### src/rtl/muxn_scan_pkg.sv
// Shared types and helpers for the scanning N:1 mux.
package muxn_scan_pkg;

  // Operating state: external select or internal round-robin pointer.
  typedef enum logic [0:0] {
    StManual,
    StScan
  } state_e;

  // Out-of-range selects collapse to channel 0 when seeding the scan pointer.
  function automatic int unsigned clamp_sel(input int unsigned sel, input int unsigned n_ch);
    return (sel < n_ch) ? sel : 32'd0;
  endfunction

endpackage

### src/rtl/muxn_comb.sv
// Purely combinational N_CH x WIDTH mux; an index with no matching channel yields zero.
module muxn_comb #(
  parameter int unsigned N_CH  = 4,
  parameter int unsigned WIDTH = 1,
  parameter int unsigned SELW  = $clog2(N_CH)
) (
  input  logic [N_CH*WIDTH-1:0] din,
  input  logic [SELW-1:0]       sel,
  output logic [WIDTH-1:0]      y
);

  // Compare against each legal index so out-of-range bits of din are never addressed.
  always_comb begin
    y = '0;
    for (int k = 0; k < int'(N_CH); k++) begin
      if (sel == SELW'(k)) begin
        y = din[k*WIDTH +: WIDTH];
      end
    end
  end

endmodule

### src/rtl/muxn_scan.sv
// Registered N:1 mux with manual select and a dwell-based round-robin scan mode.
module muxn_scan
  import muxn_scan_pkg::*;
#(
  parameter int unsigned N_CH  = 4,
  parameter int unsigned WIDTH = 1,
  parameter int unsigned DWELL = 8,
  localparam int unsigned SELW = $clog2(N_CH)
) (
  input  logic                  clk,
  input  logic                  rst,
  input  logic [N_CH*WIDTH-1:0] din,
  input  logic [SELW-1:0]       sel,
  input  logic                  mode,
  input  logic                  en,
  output logic [WIDTH-1:0]      y,
  output logic [SELW-1:0]       ch_out,
  output logic                  y_valid,
  output logic                  wrap,
  output logic                  sel_err
);

  localparam int unsigned CNTW = (DWELL > 1) ? $clog2(DWELL) : 1;
  localparam logic [CNTW-1:0] CntLast = CNTW'(DWELL - 1);
  localparam logic [SELW-1:0] PtrLast = SELW'(N_CH - 1);

  state_e            state_q, state_d;
  logic [SELW-1:0]   ptr_q, ptr_d;
  logic [CNTW-1:0]   cnt_q, cnt_d;
  logic [WIDTH-1:0]  y_q, y_d;
  logic [SELW-1:0]   ch_q, ch_d;
  logic              vld_q, vld_d;
  logic              wrap_q, wrap_d;
  logic              err_q, err_d;

  logic              sel_oob;
  logic [SELW-1:0]   load_ptr;
  logic [SELW-1:0]   mux_sel;
  logic [WIDTH-1:0]  mux_y;

  assign sel_oob  = (32'(sel) >= N_CH);
  assign load_ptr = SELW'(clamp_sel(32'(sel), N_CH));

  // Pick the index feeding the mux: manual select, freshly seeded pointer, or live pointer.
  always_comb begin
    mux_sel = sel;
    if (mode) begin
      mux_sel = (state_q == StManual) ? load_ptr : ptr_q;
    end
  end

  muxn_comb #(
    .N_CH  (N_CH),
    .WIDTH (WIDTH),
    .SELW  (SELW)
  ) u_mux (
    .din (din),
    .sel (mux_sel),
    .y   (mux_y)
  );

  // State register.
  always_ff @(posedge clk) begin
    if (rst) begin
      state_q <= StManual;
    end else begin
      state_q <= state_d;
    end
  end

  // Next state follows mode, but only on enabled cycles.
  always_comb begin
    state_d = state_q;
    if (en) begin
      state_d = mode ? StScan : StManual;
    end
  end

  // Next values for the sample, tag, pointer and dwell counter.
  always_comb begin
    ptr_d  = ptr_q;
    cnt_d  = cnt_q;
    y_d    = y_q;
    ch_d   = ch_q;
    err_d  = err_q;
    vld_d  = 1'b0;
    wrap_d = 1'b0;
    if (en) begin
      vld_d = 1'b1;
      y_d   = mux_y;
      if (!mode) begin
        ch_d  = sel;
        err_d = sel_oob;
        cnt_d = '0;
      end else if (state_q == StManual) begin
        ptr_d = load_ptr;
        cnt_d = '0;
        ch_d  = load_ptr;
        err_d = 1'b0;
      end else begin
        // Sample comes from the current pointer even on the edge that advances it.
        ch_d = ptr_q;
        if (cnt_q == CntLast) begin
          cnt_d = '0;
          if (ptr_q == PtrLast) begin
            ptr_d  = '0;
            wrap_d = 1'b1;
          end else begin
            ptr_d = ptr_q + SELW'(1);
          end
        end else begin
          cnt_d = cnt_q + CNTW'(1);
        end
      end
    end
  end

  // Datapath registers.
  always_ff @(posedge clk) begin
    if (rst) begin
      ptr_q  <= '0;
      cnt_q  <= '0;
      y_q    <= '0;
      ch_q   <= '0;
      vld_q  <= 1'b0;
      wrap_q <= 1'b0;
      err_q  <= 1'b0;
    end else begin
      ptr_q  <= ptr_d;
      cnt_q  <= cnt_d;
      y_q    <= y_d;
      ch_q   <= ch_d;
      vld_q  <= vld_d;
      wrap_q <= wrap_d;
      err_q  <= err_d;
    end
  end

  assign y       = y_q;
  assign ch_out  = ch_q;
  assign y_valid = vld_q;
  assign wrap    = wrap_q;
  assign sel_err = err_q;

endmodule

### config.mk
export PLATFORM = sky130hd
export DESIGN_NAME = muxn_scan
export DESIGN_NICKNAME = d
export VERILOG_FILES = /design/src/rtl/muxn_scan_pkg.sv /design/src/rtl/muxn_comb.sv /design/src/rtl/muxn_scan.sv
export SDC_FILE = /design/constraint.sdc
export NUM_CORES = 1
export LEC_CHECK = 0
export ABC_AREA = 1
export CAP_MARGIN = 20
export CORE_MARGIN = 2
export CORE_UTILIZATION = 30
export DETAILED_ROUTE_END_ITERATION = 12
export GPL_TIMING_DRIVEN = 0
export REMOVE_ABC_BUFFERS = 1
export SYNTH_ARGS = -nofsm -noshare
export SYNTH_HDL_FRONTEND = slang
export SYNTH_HIERARCHICAL = 1
export SYNTH_SLANG_ARGS = --single-unit
### constraint.sdc
create_clock -name clk -period 1.85 [get_ports clk]
set_input_delay 0.555 -clock clk [delete_from_list [all_inputs] [get_ports clk]]
set_output_delay 0.555 -clock clk [all_outputs]
set_load 0.1 [all_outputs]
# --- Yosys cells after proc, flatten, opt, wreduce, memory -nomap -nowiden ---
# Cells that the tools add are included.
totals:
  latch_bits: 0
  word_cells: 42
  out_inout_bits: 6
  input_bits: 10
  regBits: 12
  mem_count: 0
  ram_bits: 0
  rom_bits: 0
classes:
  addsub: 2
  multipliers: 0
  n_reduce_logical: 4
  bitwise_logic: 4
  mux: 17
  shift: 0
  eq_ne: 7
  magnitude_cmp: 0
  n_div: 0
op_table:
  columns: ["operator", "count"]
  rows:
  - ["2-bit two-way mux", 5]
  - ["1-bit two-way mux", 9]
  - ["3-bit two-way mux", 3]
  - ["2-bit == test, second input constant", 3]
  - ["5-bit OR reduction", 1]
  - ["1-bit inverter", 4]
  - ["3-bit by 1-bit adder with 3-bit output, second input constant", 1]
  - ["3-bit == test, second input constant", 1]
  - ["3-bit AND reduction", 1]
  - ["2-bit by 1-bit adder with 2-bit output, second input constant", 1]
  - ["2-bit by 1-bit == test with 1-bit output, second input constant", 1]
  - ["2-bit logical NOT", 1]
  - ["2-bit by 1-bit inequality test with 1-bit output, second input constant", 1]
  - ["2-bit inequality test, second input constant", 1]
  - ["2-bit AND reduction", 1]

# --- Longest topological paths before layout ---
# Gate-level depths: netlist of run 1.
depth:
  depth_word: 7
  mapped_depth: 9

# --- Cells and area by module ---
# The synthesis of run 1 kept the hierarchy.
by_module_without_submodules:
  columns: ["module", "seq_area_each_um2", "n_inst", "cells_each", "area_each_um2"]
  rows:
  - ["muxn_scan", 220.2, 1, 76, 533.0]
  - ["muxn_comb", 0.0, 1, 13, 51.3]

# --- Worst setup path before layout of run 1 ---
# Ideal clock, no wire load.
synth_path:
  path_type: "reg2out"
  start: "register ch_q[0] (netlist: ch_out[0])"
  end: "output port ch_out[0]"
  required_time_ps: 1295
  arrival_time_ps: 925
  path_stages_with_launch: 1
  setup_slack_ps: 370
  n_path_buf: 0
  path_cell_list: "dfxtp_1"
synth_rtl:
  columns: ["element", "line_no", "text"]
  rows:
  - ["from (decl)", "muxn_scan.sv:31", "logic [SELW-1:0] ch_q, ch_d;"]
  - ["from (signal assigned)", "muxn_scan.sv:132", "ch_q <= ch_d;"]
  - ["to (decl)", "muxn_scan.sv:17", "output logic [SELW-1:0] ch_out,"]
# No word-level cell between the ends.

# --- Worst setup path in the final report of run 1 ---
layout_path:
  start: "register ch_q[1] (netlist: ch_out[1])"
  end: "output port ch_out[1]"
# No word-level cell between the ends.

==> results.yml, run 1 <==
layout:
  final_cells: 130
  nets: 119
  drive_above_1_share_pct: 14.3
  n_antenna_cell: 0
  utilization_pct: 43.2
  area_growth_pct: 31.7
  fin_area_um2: 769
  nFillCells: 189
place:
  pre_cts_ws_ns: -0.145
  io_buffers: 14
  gp_congestion: 0.761
  dpl.hpwl_um: 879
  placed_area_um2: 737
  dp_cells: 126
hold_path:
  hp-start: "cnt_q[1]"
  min_to: "cnt_q[1]"
  min_path_type: "flip-flop to flip-flop"
  holdPathStages: 2
power:
  ir_drop_uv: 376
  power_density_mw_per_mm2: 721
  leakagePower_nw: 0.401
timing:
  setup_viol: 0
  finalHoldViolCount: 0
  worst_slack_ns: 0.141
  period_minus_slack_ns: 1.71
  relSlewSlack_pct: 63.8
  fin_skew_ns: 0.00104
  post-route-period-util_pct: 92.4
  fmax_mhz: 585
  maxSlewViolCount: 0
  tightest_slew_ns: 0.545
  whs_ns: 0.480
  rsz0062_at_grt: "no"
clocking:
  cts_max_level: 1
  cts.sinks: 11
  clkTransAtPathRegs_ns: 0.07
  cts_made_buffers: 3
  ctsLongestPathBuffers: 2
  post-cts-setup-buffers: 0
  hold_buffers: 0
  cts_tree: "built"
  cts-root-buf: "clkbuf_4"
  clk_latency_ns: 0.26
grt:
  grt_max_degree: 10
  antenna_found_initial: 0
  grtUsageTotal_pct: 11.2
  grt.overflow.total: 0
  grt_first_pass_wirelength_mm: 1.75
  grt_pass1_vias: 455
synth:
  ys_warn_count: 6
  synth_edf_count: 0
  yosysUniqueCellTypes: 17
  synth-seq-cells: 11
  avgSynthCellArea_um2: 6.57
  yosys-top-cells-count: "25 x nand2_1, 12 x inv_1, 11 x dfxtp_1, 11 x nor2_1, 10 x nand3_1"
  synth_top_area_share_pct: 37.7
  ys.flop_type: "dfxtp_1"
  synthesis.area_um2: 584
  synth_top_cell_by_area: "dfxtp_1"
  synthCells: 89
  synth_most_common_cell: "nand2_1"
  yosysSeqAreaShare_pct: 37.7
  synth-async-reset-ratio_pct: 0
  synth.area.top_cells: "dfxtp_1 38%, nand2_1 16%, nand3_1 8.6%"
critical_path:
  cpMaxStageDelayCell: "clkdlybuf4s15_2"
  start_kind: "flip-flop"
  critPathMaxStageDelay_ns: 0.56
  r2r-start: "state_q"
  crit_family: "buffers and inverters"
  r2r_end: "y"
  cp_cell_sequence: "clkdlybuf4s15_2"
  worstPathRequired_ns: 1.29
  worstPathArrival_ns: 1.15
  regToRegSetupSlack_ns: 0.63
  path_class: "flip-flop to primary output"
  cp_max_fo: 2
  r2r_cells: 9
  endpoint_kind: "primary output"
  crit_buf_inv: 1
flow_run:
  cap_violations: 0
floorplanning:
  start_util_pct: 32.8
  die_area_mm2: 0.00232
  die_x_um: 48.1
  ios: 16
  dieHeight_um: 48.1
  core.rowCount: 15
  core_area_mm2: 0.00178
routing:
  vias: 544
  routed_via_density: 4.18
  wire_per_inst_um: 8.41
  ant_nets: 0
  firstDrtPassIters: 4
  drc_errors: 0
  drtIter0Drc: 6
  wl_mm: 1.09
status:
  status: "finished, final reports clean"
-- logic make-up (layout without fill, tap and decap cells) --
group | Yosys count | in the layout | share of synthesized area (%)
DFF | 11 | 11 | 37.7
buffers and inverters | 19 | 35 | 14.1
adders and majority gates | 3 | 3 | 6.42
and+or+nand+nor | 50 | 50 | 35.8
AOI/OAI and AO/OA | 5 | 5 | 5.35
other | 1 | 1 | 0.642
-- layout by cell type (no fill, tap or decap) --
master            n
a21oi_1           2
clkbuf_1          1
clkbuf_4          3
clkdlybuf4s15_2   5
clkdlybuf4s50_1   9
clkinv_1          2
conb_1            1
dfxtp_1          11
ha_1              3
inv_1            12
inv_2             3
nand2_1          25
nand2_2           3
nand3_1          10
nor2_1           11
nor3_1            1
o21a_1            1
o21ai_0           1
o21ai_2           1
-- state kept, by name, summed over array words and instances (netlist names) --
| register | count |
|---|---|
| wrap | 1 |
| cnt_q | 3 |
| ch_out | 2 |
| state_q | 1 |
| ptr_q | 2 |
| y | 1 |
| y_valid | 1 |
-- what timing repair did --
| action | 4_1_cts | 5_1_grt |
|---|---|---|
| setup endpoints to repair | 5 | 0 |
| endpoints found under the hold margin | 0 | 0 |
| resized for setup | 15 | 0 |
-- where the power goes --
group / internal, W / switching, W / leakage (nW)
clock: 0.0000834 / 0.0000765 / 0.0150
sequential: 0.000248 / 0.00000816 / 0.0903
combinational: 0.0000437 / 0.0000948 / 0.296
-- per-stage QoR --
step           TNS (ns)  power [W]
2_1_floorplan         0   0.000356
4_1_cts               0   0.000563
3_3_place_gp     -0.689   0.000401
3_5_place_dp     -0.698   0.000402
6_report              0   0.000554
5_1_grt               0   0.000584
-- worst register-to-register path: stages (launching register included) --
cell and delay, ns:
dfxtp_1 0.45, nand2_2 0.12, nand2_1 0.09, nand2_1 0.08
inv_1 0.08, nand2_1 0.05, nand3_1 0.06, nand2_1 0.05
nor2_1 0.09, nor2_1 0.05
-- how the worst max path moves through the flow --
stage              start        end  slack (ns)  cells past startpoint
2_1_floorplan  ch_out[0]  ch_out[0]        0.37                      0
3_3_place_gp   ch_out[0]  ch_out[0]       -0.15                      1
3_5_place_dp   ch_out[0]  ch_out[0]       -0.15                      1
4_1_cts        ch_out[0]  ch_out[0]        0.13                      1
5_1_grt        ch_out[1]  ch_out[1]        0.09                      1
6_report       ch_out[1]  ch_out[1]        0.14                      1
-- final cells by class --
type	count	area [µm²]	area share [%]
Timing Repair Buffer	14	146	19.0
Sequential cell	11	220	28.6
Inverter	17	63.8	8.29
Clock buffer	4	26.3	3.41
Tap cell	25	31.3	4.07
Multi-Input combinational cell	59	282	36.6
-- layer usage --
metal,track usage (%),routed length [µm]
met4,3.24,6
met1,13.1,530
met2,18.1,473
met5,0,0
met3,5.56,82
Power figures use the tool's default switching activity.
==> run 2: changes to the inputs <==
--- a/config.mk
+++ b/config.mk
@@ -7,7 +7,6 @@
 export LEC_CHECK = 0
 export ABC_AREA = 1
 export CAP_MARGIN = 20
-export CORE_MARGIN = 2
 export CORE_UTILIZATION = 30
 export DETAILED_ROUTE_END_ITERATION = 12
 export GPL_TIMING_DRIVEN = 0
==> results.yml, run 2 (synthesized netlist as in run 1, its figures left out) <==
power:
  ir_drop_uv: 367
  leakagePower_nw: 0.401
  power_density_mw_per_mm2: 730
  finalPower_w: 0.000562
critical_path:
  cp_cell_sequence: "clkdlybuf4s15_2"
  worstPathRequired_ns: 1.29
  crit_family: "buffers and inverters"
  cpMaxStageDelayCell: "clkdlybuf4s15_2"
  crit_buf_inv: 1
  path_class: "flip-flop to primary output"
  endpoint_kind: "primary output"
  worstPathArrival_ns: 1.16
  start_kind: "flip-flop"
  critPathMaxStageDelay_ns: 0.55
  cp_max_fo: 2
routing:
  ant_nets: 0
  routed_via_density: 4.16
  vias: 541
  drc_errors: 0
  firstDrtPassIters: 4
  wire_per_inst_um: 8.70
  drtIter0Drc: 15
  wl_mm: 1.13
hold_path:
  min_path_type: "flip-flop to flip-flop"
grt:
  grt_max_degree: 10
  grtUsageTotal_pct: 13.0
  grt_pass1_vias: 452
  grt_first_pass_wirelength_mm: 1.88
  grt.overflow.total: 0
  antenna_found_initial: 0
clocking:
  clkTransAtPathRegs_ns: 0.07
  cts_max_level: 1
  ctsLongestPathBuffers: 2
  cts-root-buf: "clkbuf_4"
  cts_made_buffers: 3
  clk_latency_ns: 0.27
  cts.sinks: 11
  cts_tree: "built"
layout:
  largest_register_ffs: 3
  n_antenna_cell: 0
  final_cell_mix: "25 x nand2_1, 12 x inv_1, 11 x nor2_1, 11 x dfxtp_1, 10 x nand3_1"
  regMostFlops: "cnt_q"
  final_common_cell: "nand2_1"
  utilization_pct: 43.2
  area_growth_pct: 31.7
  register_area_um2: 220
  multi_input_area_um2: 282
  drive_above_1_share_pct: 14.3
  nFillCells: 199
  nets: 119
timing:
  finalHoldViolCount: 0
  rsz0062_at_grt: "no"
  tns_ns: 0
  fmax_mhz: 583
  tightest_slew_ns: 0.544
  post-route-period-util_pct: 92.8
  period_minus_slack_ns: 1.72
  setup_viol: 0
  whs_ns: 0.483
  fin_skew_ns: 0.00471
  relSlewSlack_pct: 63.9
  maxSlewViolCount: 0
place:
  io_buffers: 14
  gp_congestion: 0.686
  dpl.hpwl_um: 852
floorplanning:
  die_x_um: 46.1
  die_area_mm2: 0.00213
  ios: 16
  dieHeight_um: 46.1
  start_util_pct: 32.8
  core.rowCount: 15
  core_area_mm2: 0.00178
status:
  status: "finished, final reports clean"
flow_run:
  cap_violations: 0
[run 2: cell counts in the layout (fill, tap and decap cells not counted)]
No cell type changed its count.
[run 2: final cells by class]
class                   instances  share of cell area (%)
clock buffers                   4                    3.41
inverters                      17                    8.29
multi-input cells              59                    36.6
flip-flops and latches         11                    28.6
well taps                      25                    4.07
repair buffers                 14                    19.0
[run 2: report_power, final]
| group | internal, W | switching (W) | leakage [nW] |
|---|---|---|---|
| clock | 0.0000835 | 0.0000833 | 0.0150 |
| sequential | 0.000248 | 0.00000836 | 0.0903 |
| combinational | 0.0000437 | 0.0000952 | 0.296 |
| total | 0.000375 | 0.000187 | 0.401 |
[run 2: per-layer routing]
metal	part of all wire [%]	GRT usage (%)	vias to the layer above	routed length, µm
li1	-	-	298	-
met4	1.3	7.06	0	15
met5	0	0	-	0
met2	40	17.7	16	450
met1	52	17.4	225	583
met3	7.3	5.10	2	82
[run 2: path summary, 6_finish.rpt]
kind,startpoint,to,slack [ns],depth (start not counted)
max,ch_out[1],ch_out[1],0.13,1
max reg2reg,state_q,y,0.64,9
min reg2reg,cnt_q[1],cnt_q[1],0.48,2
min,cnt_q[1],cnt_q[1],0.48,2
[run 2: what timing repair did]
action,4_1_cts,5_1_grt
buffers inserted,0,0
setup endpoints to repair,5,0
hold buffers,0,0
gates resized for setup,15,0
[run 2: metrics by stage]
step,std cells,cell area (µm²),worst slack [ns]
CTS,130,769,0.120
floorplan,87,566,0.370
global route,130,769,0.0866
finish,130,769,0.133
global placement,126,737,-0.148
detailed placement,126,737,-0.145
